## config.mk

```make
export PLATFORM = sky130hd
export DESIGN_NAME = subr8s_serial
export DESIGN_NICKNAME = d
export VERILOG_FILES = /design/src/rtl/subr8s_serial.sv
export SDC_FILE = /design/constraint.sdc
export NUM_CORES = 1
export LEC_CHECK = 0
export CAP_MARGIN = 15
export CORE_MARGIN = 2
export CORE_UTILIZATION = 46
export CTS_CLUSTER_DIAMETER = 80
export CTS_CLUSTER_SIZE = 28
export DETAILED_ROUTE_END_ITERATION = 8
export GPL_TIMING_DRIVEN = 1
export MAX_ROUTING_LAYER = met4
export PLACE_DENSITY = 0.84
export SLEW_MARGIN = 25
export SYNTH_ARGS = -nofsm -noshare
export SYNTH_HDL_FRONTEND = slang
export SYNTH_SLANG_ARGS = --single-unit
```

## constraint.sdc

```tcl
create_clock -name clk -period 2.1 [get_ports clk]
set_clock_uncertainty 0.15 [all_clocks]
set_input_delay 0.42 -clock clk [delete_from_list [all_inputs] [get_ports clk]]
set_output_delay 0.42 -clock clk [all_outputs]
set_load 0.005 [all_outputs]
```

## src/rtl/subr8s_serial.sv

```systemverilog
// Bit-serial signed 8-bit subtractor: D = A - B, LSB-first over 9 cycles,
// with a lockstep D + B adder that flags any bit that fails to reproduce A.
module subr8s_serial #(
  parameter bit CHECK_EN = 1'b1
) (
  input  logic       clk,
  input  logic       rst,
  input  logic       in_valid,
  output logic       in_ready,
  input  logic [7:0] a,
  input  logic [7:0] b,
  output logic       out_valid,
  input  logic       out_ready,
  output logic [8:0] d,
  output logic       err
);

  typedef enum logic [1:0] {IDLE, SHIFT, DONE} state_t;

  state_t     state, state_nxt;
  logic [8:0] a_sh, b_sh;
  logic [3:0] cnt;
  logic       cs, cc;
  logic       err_acc;
  logic       accept;
  logic       abit, bbit, diff_bit, chk_dbit, rec_bit;

  function automatic logic maj(input logic x, input logic y, input logic z);
    return (x & y) | (x & z) | (y & z);
  endfunction

  // NOTE: every output of this block gets a default first, so no path leaves one unassigned and no latch is inferred.
  always_comb begin
    state_nxt = state;
    in_ready  = 1'b0;
    out_valid = 1'b0;
    case (state)
      IDLE: begin
        in_ready = 1'b1;
        if (in_valid) state_nxt = SHIFT;
      end
      SHIFT: begin
        if (cnt == 4'd8) state_nxt = DONE;
      end
      DONE: begin
        out_valid = 1'b1;
        if (out_ready) state_nxt = IDLE;
      end
      default: state_nxt = IDLE;
    endcase
  end

  // NOTE: sequential state uses non-blocking assignments so every register samples pre-edge values.
  always_ff @(posedge clk or posedge rst) begin
    if (rst) state <= IDLE;
    else     state <= state_nxt;
  end

  assign accept   = in_ready & in_valid;
  assign abit     = a_sh[0];
  assign bbit     = b_sh[0];
  assign diff_bit = abit ^ ~bbit ^ cs;
  // The check path taps the difference bit through its own net so it can be corrupted independently.
  assign chk_dbit = diff_bit;
  assign rec_bit  = chk_dbit ^ bbit ^ cc;

  // NOTE: the operand shifters are reset along with the rest; they are a few flops, not a memory array.
  always_ff @(posedge clk or posedge rst) begin
    if (rst) begin
      a_sh    <= '0;
      b_sh    <= '0;
      d       <= '0;
      cnt     <= '0;
      cs      <= 1'b0;
      cc      <= 1'b0;
      err_acc <= 1'b0;
    end else if (accept) begin
      a_sh    <= {a[7], a};
      b_sh    <= {b[7], b};
      cs      <= 1'b1;
      cc      <= 1'b0;
      cnt     <= '0;
      err_acc <= 1'b0;
    end else if (state == SHIFT) begin
      a_sh <= {1'b0, a_sh[8:1]};
      b_sh <= {1'b0, b_sh[8:1]};
      d    <= {diff_bit, d[8:1]};
      cs   <= maj(abit, ~bbit, cs);
      cc   <= maj(chk_dbit, bbit, cc);
      if (CHECK_EN && (rec_bit != abit)) err_acc <= 1'b1;
      if (cnt != 4'd8) cnt <= cnt + 4'd1;
    end
  end

  assign err = err_acc;

endmodule

```

==> summary.txt <==
CTS
  – Total number of H-tree levels: 2
  – TritonCTS clock tree: done
  – Clock transition at the registers of the reported paths: 0.07 ns
  – TritonCTS buffer count: 5
  – Post CTS Setup Buffer Count: 0
  – Maximum buffer depth of the clock tree: 2
  – Hold-fix buffers at CTS: 0
  – Latest clock arrival within the worst-skew pair: 0.29 ns
  – Clk sinks: 36
  – Clock tree root buffer cell: sky130_fd_sc_hd__clkbuf_8

Timing
  – Number of max-slew violations in the final report: 0
  – Finish-stage setup viols: 0
  – Period utilization: 99.02%
  – Setup repair after global routing missed its margin: yes
  – Highest Clock Rate: 0.4809 GHz
  – WHS: 0.3249 ns
  – Final WS setup: 0.02057 ns
  – Worst slew pin tran: 0.4958 ns
  – Worst slew slack as a fraction of its limit: 66.95%
  – Number of hold violations in the final report: 0
  – Post-layout minimum cycle time: 2.079 ns

Floorplanning
  – Die outline height: 65.89 µm
  – I/O pin cnt: 32
  – Die X: 65.89 µm
  – # rows: 22
  – Core area: 0.003661 mm²
  – Overall die area: 0.004341 mm²
  – Starting utilization of the core area: 48.12%

Detailed routing
  – Count of TritonRoute iterations in the first routing pass: 4
  – Via count: 1411
  – Detailed router's first-iteration violation count: 75
  – Average via count per standard cell: 5.188
  – DR DRC count: 0
  – Antenna-violating nets left: 0
  – Wire per inst: 13.53 µm
  – Routed wire length: 3679 µm

Critical path
  – Critical Path Start Type: flip-flop
  – Worst path max stage delay: 0.55 ns
  – Required time at the worst-slack endpoint: 2.14 ns
  – Top cell family by delay on the critical path: adder cells
  – Critical path buffer and inverter count: 2
  – Ordered cell list for the critical path: inv_2 -> fa_1 -> inv_1 -> fa_1 -> xor2_1 -> a21oi_1 -> nor2_1
  – Library cell appearing most often on the critical path: sky130_fd_sc_hd__fa_1
  – Worst EP arrival: 2.12 ns
  – Crit Path Class: flip-flop to flip-flop
  – Slowest-stage cell, CP: sky130_fd_sc_hd__fa_1
  – Biggest fanout along the worst timing path: 2
  – Kind of capture point of the worst setup path: flip-flop
  – FF-to-FF setup slack: 0.02 ns

Synth
  – Register bit total from synthesis: 36
  – Number of library cell types mapped by synthesis: 29
  – Area contributors post-synth: sky130_fd_sc_hd__dfrtp_1 (51%), sky130_fd_sc_hd__nand2_1 (7.2%), sky130_fd_sc_hd__a22oi_1 (6.0%)
  – Asr flop ratio synth: 100.0%
  – Most frequently used cell type in the post-synthesis netlist: sky130_fd_sc_hd__dfrtp_1
  – Part of the Yosys area used for sequential elements: 51.14%
  – Syn Inst Count: 184
  – Netlist area before placement: 0.001762 mm²
  – Net Count, Synth: 208
  – Warning count from the yosys run: 0
  – Avg Cell Area, Syn: 9.574 µm²
  – EDFF count, synth: 0
  – Cell taking the most area after synthesis: sky130_fd_sc_hd__dfrtp_1
  – Synth top cells by count: sky130_fd_sc_hd__dfrtp_1 (36), sky130_fd_sc_hd__nand2_1 (34), sky130_fd_sc_hd__o21ai_0 (17), sky130_fd_sc_hd__a21oi_1 (16), sky130_fd_sc_hd__a22oi_1 (14)
  – Post-synth top area share: 51.14%
  – Post-synth top flop: sky130_fd_sc_hd__dfrtp_1

Finish
  – Register cell area after layout: 902.1 µm²
  – Number of inserted diodes: 0
  – Area used by multi-input combinational logic: 767.0 µm²
  – Layout Nets: 247
  – Share of final-layout standard cells stronger than drive strength 1: 12.50%
  – Final instance count without filler cells: 272
  – Growth of design area from synthesis to finish: 29.55%
  – Fillers: 302

Global routing
  – Total GRT Usage: 20.05%
  – Via count of the first global-routing pass: 1323
  – Met3 Track Usage GR: 3.578%
  – Gr ovfl total: 0
  – GR Util met1: 27.33%
  – Global-route layer with the greatest usage: met2
  – Met2 track utilization from global routing: 29.17%
  – Global-route wire length before repair: 6348 µm
  – Pin count of the biggest net entering global routing: 37
  – Initial antenna violation count: 0

Pwr
  – Areal power density over the cells: 1383 mW/mm²
  – Leakage Power: 1.065 nW
  – Worst vdd ir: 0.0006360 V

Place
  – DP Worst Slack: 0.03207 ns
  – Instance count after placement with tap cells included: 264
  – Number of input and output port buffers inserted: 31
  – Routability-driven placement congestion ratio: 0.8256
  – Detailed placement HPWL: 2523 µm

Hold path
  – Path category of the worst min-delay check: flip-flop to flip-flop

Run status
  – Run status: complete, no violations

Run
  – Number of max-capacitance violations reported: 0
where the power goes:
group	leakage, nW	internal [mW]	total, mW	switching, mW
combinational	0.551	0.682	1.33	0.652
clock	0.0552	0.352	0.600	0.247
sequential	0.458	0.991	1.22	0.232
worst register-to-register path: cells and delay by family, from the launching register on:
kind / cells / cell delay (ns)
AOI/OAI and AO/OA: 1 / 0.15
xor gates and xnor gates: 1 / 0.15
adders and majority gates: 2 / 1.00
buffers and inverters: 2 / 0.10
DFF: 1 / 0.36
and+or+nand+nor: 1 / 0.06
placed cells by master, fill, tap and decap left out, drive strengths merged, types with 2 or more instances in the layout:
| cell type | count |
|---|---|
| dfrtp | 36 |
| nand2 | 34 |
| clkdlybuf4s50 | 31 |
| o21ai | 20 |
| a21oi | 16 |
| a22oi | 14 |
| buf | 14 |
| nor2b | 11 |
| inv | 8 |
| clkbuf | 6 |
| nand3 | 5 |
| and2b | 5 |
| nor2 | 3 |
| mux2i | 3 |
| o211ai | 3 |
| fa | 2 |
| ha | 2 |
metal layers:
layer / share of wire [%] / vias up
met5: 0 / -
met4: 1.0 / 0
met3: 6.6 / 5
met2: 46 / 42
met1: 46 / 663
li1: - / 701
cell families after synthesis:
logic type | synth area share, %
adder cells (fa/ha/maj) | 3.693
AND/OR/NAND/NOR | 18.18
flip-flops | 51.14
multiplexers | 1.705
AO/OA/AOI/OAI | 19.18
buffers and inverters | 5.611
XOR/XNOR | 0.4972
state kept, by name, indices dropped and copies added (netlist names):
register,cells
d,9
cs,1
b_sh,9
cc,1
state,2
a_sh,9
err,1
cnt,4
metrics by stage:
step | instance area [µm²] | utilization [%] | TNS [ns] | total power [mW]
2_1_floorplan | 1762 | - | 0 | 2.043
3_3_place_gp | 2171 | 59.30 | 0 | 2.511
3_5_place_dp | 2171 | 59.30 | 0 | 2.567
4_1_cts | 2281 | 62.30 | 0 | 3.178
5_1_grt | 2282 | 62.34 | -0.01748 | 3.428
6_report | 2282 | 62.34 | 0 | 3.157
path summary, 6_finish.rpt:
path,startpoint,endpoint,depth (start not counted)
setup / recovery,a_sh[0],err,7
hold / removal,d[0],d[0],2
setup reg to reg,a_sh[0],err,7
hold reg to reg,d[0],d[0],2
max in group asynchronous,rst,state[0],3
min in group asynchronous,rst,d[3],3
area by class of cell:
class	instances	share of cell area, %
sequential	36	39.53
tap	48	2.632
clock buffer	6	3.180
timing repair buffer	45	18.20
clock inverter	2	1.535
inverter	8	1.316
multi-input combinational	127	33.61
what timing repair did:
action	in CTS	in global routing
endpoints found under the setup margin	1	2
gates cloned	0	0
pin swaps	0	0
gates resized for setup	1	2
Note: power is estimated with default switching activity, not from simulation.
==> patch, RTL diff (config.mk and constraints unchanged) <==
Make the reset (`rst`) synchronous in 2 clocked blocks.
--- a/src/rtl/subr8s_serial.sv
+++ b/src/rtl/subr8s_serial.sv
@@ -52,5 +52,5 @@
 
   // NOTE: sequential state uses non-blocking assignments so every register samples pre-edge values.
-  always_ff @(posedge clk or posedge rst) begin
+  always_ff @(posedge clk) begin
     if (rst) state <= IDLE;
     else     state <= state_nxt;
@@ -66,5 +66,5 @@
 
   // NOTE: the operand shifters are reset along with the rest; they are a few flops, not a memory array.
-  always_ff @(posedge clk or posedge rst) begin
+  always_ff @(posedge clk) begin
     if (rst) begin
       a_sh    <= '0;
Behaviour: differs if rst is asserted again (counterexample within 4 cycles, from zero or initial values and one cycle with rst high); with rst held inactive, the same outputs for 10 cycles.
==> patch against the unedited design <==
Largest cell class unchanged; setup slack improved by 0.10 ns; maximum frequency rose by 5.2%; count of clock-buffer cells in the layout rose by 1; synthesized cell count fell by 4.3%; highest routed layer unchanged; hold slack got worse by 0.011 ns; synthesized area fell by 15%; non-clock buffer count fell by 6; cell area fell by 14%; wire length fell by 15%; sequential cell count did not move.
Power is not compared: it rests on default switching activity, and its combinational part moved more than twofold at a synthesized area within 25%.
==> patch: results (changes against the unedited design) <==
[worst_setup_path]
r2r_cells=4  ; -3
crit_type=reg -> out
crit_fanout=8  ; +6
reg2reg_to=cnt[0]$_SDFFE_PP0P_
rr_startpoint=state[0]$_SDFFE_PP0P_
crit_end=out_valid
r2r_slack_ns=0.32  ; +0.30 ns
slowest_delay_ns=0.51  ; -0.04 ns
slowest_stage=clkdlybuf4s50_1

[global_routing]
grt_pass1_wl_mm=5.29  ; -17%
met1_usage_pct=24.9  ; -2.5 points
grt_usage_pct=19.9  ; -0.18 points
grt_use_met2_pct=29.9  ; +0.77 points
grt_max_degree=19  ; -49%
grt_use_met3_pct=6.30  ; +2.7 points
grt_pass1_vias=1218  ; -7.9%

[clock_tree]
clock-root-buffer=clkbuf_4
clk_pin_slew_ns=0.11  ; +0.04 ns
clockBufferDepth=2  ; unchanged
clkLatencyLatePin_ns=0.34  ; +0.05 ns

[place]
dp_cells=247  ; -6.4%
gp_congestion=0.789  ; -4.4%
hpwl_mm=2.21  ; -13%
dp_slack_ns=0.121  ; +0.0889 ns
place_area_sq_um=1870  ; -14%

[route]
met1_length_mm=1.46  ; -14%
drt-initial-drc-count=89  ; +19%
wl_per_cell_um=12.2  ; -9.7%
dr.pass1.iters=5  ; +1
wl_met3_um=132  ; -46%
wl_met2_mm=1.47  ; -14%
routed_wl_mm=3.12  ; -15%
post_drt_via_cell_ratio=5.22  ; +0.54%

[timing]
fmax_mhz=506  ; +5.2%
tightestPinTransition_ns=0.433  ; -0.0624 ns
setup_viol_count_final=0  ; unchanged

[outcome]
status=complete, no violations

[power_and_ir_drop]
cellLeakagePower_nw=0.708

[finish]
multi_input_area_sq_um=698  ; -9.0%
nNetsFinal=234  ; -5.3%
drive_above_1_share_pct=9.95  ; -2.5 points
fillers=267  ; -12%

[logic_synthesis]
synth_area_per_cell_sq_um=8.54  ; -11%
synthTopCellsByArea=dfxtp_1, a21oi_1, nand2_1, a22oi_1, ha_1
synthArstFlopShare_pct=0  ; -100 points
syn_nets=200  ; -3.8%
ys_seq_area_share_pct=48.0  ; -3.2 points
synthTopCellsByCount=dfxtp_1, nand2_1, a21oi_1
yosysUniqueCellTypes=30  ; +3.4%

[hold_path]
hold_class=reg -> reg

==> patch: cell count changes after synthesis, moves of 3 or more <==
cell and delta:
a21oi_1 +12, dfrtp_1 -36, o21ai_1 -3, nor2b_1 -7, o21ai_0 -10, and2b_1 -5
or3_1 +3, dfxtp_1 +36, nand3_1 -3
==> patch: layout make-up <==
cell class / count / area share, %
multi-input combinational: 120 / 35.4
sequential: 36 / 36.7
tap: 44 / 2.79
timing repair buffer: 39 / 18.8
clock inverter: 1 / 1.52
clock buffer: 7 / 3.30
inverter: 8 / 1.52
==> patch: critical path, delay by kind of cell, from the launching register on <==
family | cells | cell delay, ns
buf+inv | 1 | 0.51
flops | 1 | 0.40
simple gates | 1 | 0.15
==> patch: kinds of logic after synthesis <==
logic type / share of synthesized area, %
adder cells (fa/ha/maj): 3.83
flip-flops: 48.0
AND/OR/NAND/NOR: 17.9
multiplexers: 2.08
AO/OA/AOI/OAI: 21.7
buffers and inverters: 5.91
XOR/XNOR: 0.583
==> patch: worst min path at each step <==
stage | from | slack, ns | depth (start not counted) | to
finish | b_sh[1]$_SDFFE_PP0P_ | 0.31 | 2 | b_sh[1]$_SDFFE_PP0P_
global route | d[0]$_SDFFE_PP0P_ | 0.33 | 2 | d[0]$_SDFFE_PP0P_
CTS | b_sh[1]$_SDFFE_PP0P_ | 0.32 | 2 | b_sh[1]$_SDFFE_PP0P_
detailed placement | b_sh[1]$_SDFFE_PP0P_ | 0.30 | 2 | b_sh[1]$_SDFFE_PP0P_
global placement | b_sh[2]$_SDFFE_PP0P_ | 0.29 | 2 | b_sh[2]$_SDFFE_PP0P_
floorplan | a_sh[1]$_SDFFE_PP0P_ | 0.29 | 2 | a_sh[1]$_SDFFE_PP0P_
